==> src/rtl/gate_bist.sv <==
// gate_bist: self-test sequencer for a two-input AND gate. It drives the vectors 00, 01, 10, 11
// and records mismatches. Defining GATE_BIST_FAIL_LOG_EN enables the per-vector fail_vec log.
module gate_bist #(
    parameter int unsigned SETTLE_CYCLES = 2
) (
    input  logic       clk,
    input  logic       rst,
    input  logic       start,
    input  logic       y,
    output logic       a,
    output logic       b,
    output logic       busy,
    output logic       done,
    output logic       pass,
    output logic [2:0] err_count,
    output logic [3:0] fail_vec
);

    typedef enum logic [2:0] {
        IDLE   = 3'd0,
        APPLY  = 3'd1,
        SETTLE = 3'd2,
        SAMPLE = 3'd3,
        DONE   = 3'd4
    } state_t;

    // SETTLE exits when the counter reaches zero, so it is loaded with one less than the hold time.
    localparam logic [3:0] SETTLE_INIT = (SETTLE_CYCLES == 0) ? 4'd0 : 4'(SETTLE_CYCLES - 1);

    state_t     state_q, state_d;
    logic [1:0] idx_q, idx_d;
    logic [3:0] cnt_q, cnt_d;
    logic [2:0] err_q, err_d;
    logic       pass_q, pass_d;
    logic       a_q, a_d;
    logic       b_q, b_d;
    logic       busy_q, busy_d;
    logic       done_q, done_d;
    logic       mismatch_s;
`ifdef GATE_BIST_FAIL_LOG_EN
    logic [3:0] fail_q, fail_d;
`endif

    assign mismatch_s = (y != (a_q & b_q));

    // Next-state logic; every output is registered from the state being entered.
    always_comb begin
        state_d = state_q;
        idx_d   = idx_q;
        cnt_d   = cnt_q;
        err_d   = err_q;
        pass_d  = pass_q;
`ifdef GATE_BIST_FAIL_LOG_EN
        fail_d  = fail_q;
`endif
        case (state_q)
            IDLE: begin
                if (start) begin
                    state_d = APPLY;
                    idx_d   = 2'd0;
                    err_d   = 3'd0;
                    pass_d  = 1'b0;
`ifdef GATE_BIST_FAIL_LOG_EN
                    fail_d  = 4'd0;
`endif
                end else begin
                    state_d = IDLE;
                end
            end
            APPLY: begin
                if (SETTLE_CYCLES == 0) begin
                    state_d = SAMPLE;
                end else begin
                    state_d = SETTLE;
                    cnt_d   = SETTLE_INIT;
                end
            end
            SETTLE: begin
                if (cnt_q == 4'd0) begin
                    state_d = SAMPLE;
                end else begin
                    cnt_d = cnt_q - 4'd1;
                end
            end
            SAMPLE: begin
                // At most four vectors are sampled per pass, so err_count cannot wrap.
                if (mismatch_s) begin
                    err_d = err_q + 3'd1;
`ifdef GATE_BIST_FAIL_LOG_EN
                    fail_d[idx_q] = 1'b1;
`endif
                end else begin
                    err_d = err_q;
                end
                if (idx_q == 2'd3) begin
                    state_d = DONE;
                    pass_d  = (err_d == 3'd0);
                end else begin
                    state_d = APPLY;
                    idx_d   = idx_q + 2'd1;
                end
            end
            DONE: begin
                state_d = IDLE;
            end
            default: begin
                state_d = IDLE;
            end
        endcase
        busy_d = (state_d == APPLY) || (state_d == SETTLE) || (state_d == SAMPLE);
        a_d    = busy_d & idx_d[1];
        b_d    = busy_d & idx_d[0];
        done_d = (state_d == DONE);
    end

    // State and output registers; reset clears everything without waiting for a clock edge.
    always_ff @(posedge clk or posedge rst) begin
        if (rst) begin
            state_q <= IDLE;
            idx_q   <= 2'd0;
            cnt_q   <= 4'd0;
            err_q   <= 3'd0;
            pass_q  <= 1'b0;
            a_q     <= 1'b0;
            b_q     <= 1'b0;
            busy_q  <= 1'b0;
            done_q  <= 1'b0;
`ifdef GATE_BIST_FAIL_LOG_EN
            fail_q  <= 4'd0;
`endif
        end else begin
            state_q <= state_d;
            idx_q   <= idx_d;
            cnt_q   <= cnt_d;
            err_q   <= err_d;
            pass_q  <= pass_d;
            a_q     <= a_d;
            b_q     <= b_d;
            busy_q  <= busy_d;
            done_q  <= done_d;
`ifdef GATE_BIST_FAIL_LOG_EN
            fail_q  <= fail_d;
`endif
        end
    end

    assign a         = a_q;
    assign b         = b_q;
    assign busy      = busy_q;
    assign done      = done_q;
    assign pass      = pass_q;
    assign err_count = err_q;
`ifdef GATE_BIST_FAIL_LOG_EN
    assign fail_vec  = fail_q;
`else
    assign fail_vec  = 4'b0000;
`endif

endmodule

==> config.mk <==
export PLATFORM = sky130hd
export DESIGN_NAME = gate_bist
export DESIGN_NICKNAME = d
export VERILOG_FILES = /design/src/rtl/gate_bist.sv
export SDC_FILE = /design/constraint.sdc
export NUM_CORES = 1
export LEC_CHECK = 0
export ABC_AREA = 0
export BUFFER_PORTS_ARGS = -buffer_cell sky130_fd_sc_hd__buf_4
export CORE_UTILIZATION = 58
export CTS_BUF_LIST = sky130_fd_sc_hd__clkbuf_16
export DETAILED_ROUTE_END_ITERATION = 8
export GPL_TIMING_DRIVEN = 0
export PLACE_DENSITY_LB_ADDON = 0.25
export SYNTH_ARGS = -nofsm -noshare
export SYNTH_HDL_FRONTEND = slang
export SYNTH_SLANG_ARGS = --single-unit
==> constraint.sdc <==
create_clock -name clk -period 4.91 [get_ports clk]
set_clock_uncertainty 0.15 [all_clocks]
set_input_delay 1.473 -clock clk [delete_from_list [all_inputs] [get_ports clk]]
set_output_delay 1.473 -clock clk [all_outputs]
set_load 0.01 [all_outputs]
Word-level counts from Yosys, hierarchy flattened

Cells that the tools add are included.

Register bits: 17
Logic and storage cells: 53
Output and inout port bits: 12
Input port bits: 4
Memories: 0
ROM bits: 0
Bits in latches: 0
Memory bits (writable): 0

Bitwise gates (word level): 3
Shift-type cells: 0
Add/sub/neg operators: 3
Multiplexer cells: 16
Div/mod/pow operators: 0
Reductions and logical operators: 10
Order comparisons: 0
Multiply operators: 0
Equal/unequal tests: 12

Operators by type and width:

| kind                  | count |
|---|---|
| $mux W3               | 5 |
| $eq A3 B2 Y1 const B  | 4 |
| $pmux W3 S4           | 1 |
| $pmux W4 S2           | 1 |
| $eq A3 B1 Y1 const B  | 2 |
| $logic_not A3 Y1      | 2 |
| $ne A2 B2 Y1 const B  | 3 |
| $pmux W3 S2           | 1 |
| $logic_not A4 Y1      | 1 |
| $mux W2               | 2 |
| $mux W4               | 1 |
| $pmux W2 S2           | 1 |
| $reduce_and A2 Y1     | 2 |
| $reduce_bool A2 Y1    | 2 |
| $sub A4 B1 Y4 const B | 1 |
| $add A3 B1 Y3 const B | 1 |
| $and A1 B1 Y1         | 3 |
| $eq A3 B3 Y1 const B  | 1 |
| $mux W1               | 3 |
| $reduce_and A3 Y1     | 1 |
| $add A2 B1 Y2 const B | 1 |
| $eq A2 B2 Y1 const B  | 1 |
| $logic_or A1 B1 Y1    | 2 |
| $pmux W1 S2           | 1 |
| $ne A1 B1 Y1          | 1 |

Depth between registers and ports, before layout

Depth in word-level cells: 7
Depth in mapped cells: 6
Depth with buffers taken out: 6

Worst setup path after synthesis

Ideal clock, no wire load.

Kind: input-to-reg
Start point: in y
End point: reg pass_q (netlist: pass)
Data arrival time: 2.312 ns
Path buffers: 0
Setup time: 0.122 ns
Setup slack: 2.326 ns
Stages on the path: 3
Required time: 4.638 ns
Path through: xnor2_1 -> mux2_1 -> a32o_1

Word-level cells in the longest chain between the ends: 6

RTL lines:

| what                 | line | source |
|---|---|---|
| from (decl)          | 9    | `input logic y,` |
| $ne A1 B1 Y1         | 44   | `assign mismatch_s = (y != (a_q & b_q));` |
| $mux W3              | 87   | `if (mismatch_s) begin` |
| $mux W3              | 56   | `case (state_q)` |
| $logic_not A3 Y1     | 97   | `pass_d = (err_d == 3'd0);` |
| $mux W1              | 95   | `if (idx_q == 2'd3) begin` |
| $pmux W1 S2          | 56   |  |
| to (signal assigned) | 136  | `pass_q <= pass_d;` |
| to (decl)            | 34   | `logic pass_q, pass_d;` |

No other way between the ends. The select of a mux whose other input is x is not followed.
A chain may end at the register's enable or synchronous reset.

Final worst setup path

Ends and elaborated chain as after synthesis.

==> flow_summary.ini <==
[yosys]
yosysTopAreaCellShare = 0.442
synth_top_cell_by_area = dfrtp_1
syn_inst = 105
ys_warn_count = 0
synth_cell_types = 34
mappedNetlistArea_sq_um = 962
ys_ff_latch = 17
synth_common_cells = 17 x dfrtp_1, 10 x nor2_1, 9 x o21ai_0, 7 x inv_1, 7 x nand2_1
synthArstFlopShare = 1.00
synth_area_leaders = dfrtp_1 44%, o21ai_0 4.7%, buf_4 3.9%, ha_1 3.9%, nor2_1 3.9%
avgSynthCellArea_sq_um = 9.16
synth_most_common_cell = dfrtp_1
synth_flop_cell = dfrtp_1
synth-edff-count = 0
ys_seq_area_frac = 0.442

[floorplanning]
io_pins = 16
dieArea_sq_um = 1830
die_w_microns = 42.7
core-area_sq_um = 1520
start_util = 0.631
dieHeight_microns = 42.7
rows = 14

[setup_path]
reg2regPathDepth = 6
critPathRequiredTime_ns = 4.89
slowest_delay_ns = 0.37
path_class = input pin to flop
crit_chain = buf_4 -> xnor2_1 -> mux2_1 -> a32o_1
arrival_ns = 2.54
path_max_fanout = 4
slowest_stage = mux2_1
cp-start-kind = input pin
cp-end-kind = flop

[clocking]
cts_tree = built
clk_path_buf_depth = 2
post_cts_buffers = 0
cts_buffers = 3
h-tree-depth = 1
clock-root-buffer = clkbuf_16
postCtsResizedCells = 0
clkLatencyLatePin_ns = 0.25
clkSinkCount = 17
ctsHoldBuffers = 0
path_clk_slew_ns = 0.05

[pwr]
p_leak_nw = 0.560
ir_worst_vdd_v = 0.000477
p_int_w = 0.000472
netSwitchingPower_w = 0.000302
power_w = 0.000773
pwr-share-seq = 0.320
power_density_nw_per_um2 = 670
pwr-share-comb = 0.475
clockPowerShare = 0.205
swShare = 0.390

[grt]
antenna_found_initial = 0
grt_pass1_vias = 812
grt_max_degree = 18
grt_usage = 0.275
grt_overflow_total = 0
grt_first_pass_wirelength_mm = 3.60

[timing]
setup_violations = 0
drv_slew = 0
rsz0062_at_grt = no
period_needed_ns = 2.56
tightest_slew_ns = 0.662
min_period_over_period = 0.522
max_freq_mhz = 390
fin_setup_tns_ns = 0
hold_viol_final = 0
max_slew_margin = 0.558

[route]
drt_wl_total_mm = 2.12
num_vias = 833
drtPass1Iterations = 4
first_iter_violations = 24
postRouteAntennaNets = 0
wl_per_cell_microns = 15.3
viasPerCell = 5.99
drc = 0

[finish]
diodes = 0
syn_to_final_growth_pct = 20.0
fin_nets = 131
drive_gt1_frac = 0.203
fill_cells = 115

[status]
status = completed

[placed_design]
numPortBuffers = 11
place_congestion = 0.848
dp_hpwl_mm = 1.44

[flow_run]
drv_cap = 0

[worst_hold_path]
min-delay-path-class = flop to flop
holdPathStages = 1
==> state kept, by name, summed over array words and instances, names as in the netlist <==
| register | flops |
|---|---|
| cnt_q | 4 |
| state_q | 3 |
| a | 1 |
| err_count | 3 |
| done | 1 |
| idx_q | 2 |
| b | 1 |
| busy | 1 |
| pass | 1 |
==> kinds of logic (layout without fill, tap and decap cells) <==
logic type,after synthesis,in the layout,synth area share
AO/OA/AOI/OAI,29,29,0.202
XOR/XNOR,3,3,0.0273
adder cells (fa/ha/maj),3,3,0.0390
buffers and inverters,16,31,0.0858
flip-flops,17,17,0.442
multiplexers,4,4,0.0429
other,1,4,0.00390
AND/OR/NAND/NOR,32,32,0.157
==> power by group through the flow <==
| stage | clock (W) | combinational, W | sequential, W |
|---|---|---|---|
| CTS | 0.000162 | 0.000365 | 0.000247 |
| detailed placement | 0 | 0.000361 | 0.000246 |
| floorplan | 0 | 0.000255 | 0.000250 |
| global route | 0.000165 | 0.000408 | 0.000257 |
| global placement | 0 | 0.000348 | 0.000242 |
| finish | 0.000159 | 0.000367 | 0.000247 |
==> critical path: cells and delay by family <==
| family | cells | cell delay, ns |
|---|---|---|
| multiplexers | 1 | 0.37 |
| AO/OA/AOI/OAI | 1 | 0.26 |
| XOR/XNOR | 1 | 0.32 |
| buffers and inverters | 1 | 0.12 |
==> metrics by stage <==
step           instance area [sq um]  hold slack, ns  setup WS (ns)  utilization  instances
2_1_floorplan                    973           0.353           2.33            -        108
3_3_place_gp                    1080           0.334           2.13        0.706        135
3_5_place_dp                    1080           0.359           2.08        0.706        135
4_1_cts                         1150           0.370           2.34        0.758        139
5_1_grt                         1150           0.387           2.27        0.758        139
6_report                        1150           0.358           2.35        0.758        139
==> path summary, 6_finish.rpt <==
| check | end | slack, ns | from |
|---|---|---|---|
| min in group asynchronous | done | 1.17 | rst |
| hold reg to reg | pass | 0.36 | pass |
| setup reg to reg | cnt_q[0] | 3.10 | cnt_q[0] |
| max in group asynchronous | pass | 3.01 | rst |
| setup / recovery | pass | 2.35 | y |
| hold / removal | pass | 0.36 | pass |
==> cells in the final DEF, fill, tap and decap left out, drive strengths merged, types with 3 or more instances in the layout <==
cell / count
ha: 3
dfrtp: 17
nand2: 8
inv: 8
xnor2: 3
buf: 20
nor3: 6
mux2i: 3
conb: 4
o21ai: 9
nor2: 11
clkbuf: 3
a21oi: 4
==> routing by layer <==
layer,track usage,vias up,part of all wire
li1,-,395,-
met1,0.335,384,0.39
met2,0.445,41,0.50
met3,0.0596,13,0.074
met4,0.156,0,0.041
met5,0,-,0
==> area by class of cell <==
class | instances | area, sq um | share of cell area
well taps | 16 | 20.0 | 0.0173
repair buffers | 11 | 82.6 | 0.0715
clock inverters | 1 | 3.75 | 0.00325
multi-input cells | 75 | 465 | 0.403
inverters | 7 | 26.3 | 0.0228
clock buffers | 3 | 75.1 | 0.0650
flip-flops and latches | 17 | 425 | 0.368
plain buffers | 9 | 56.3 | 0.0488
No activity file was read; power rests on OpenSTA's default activity.
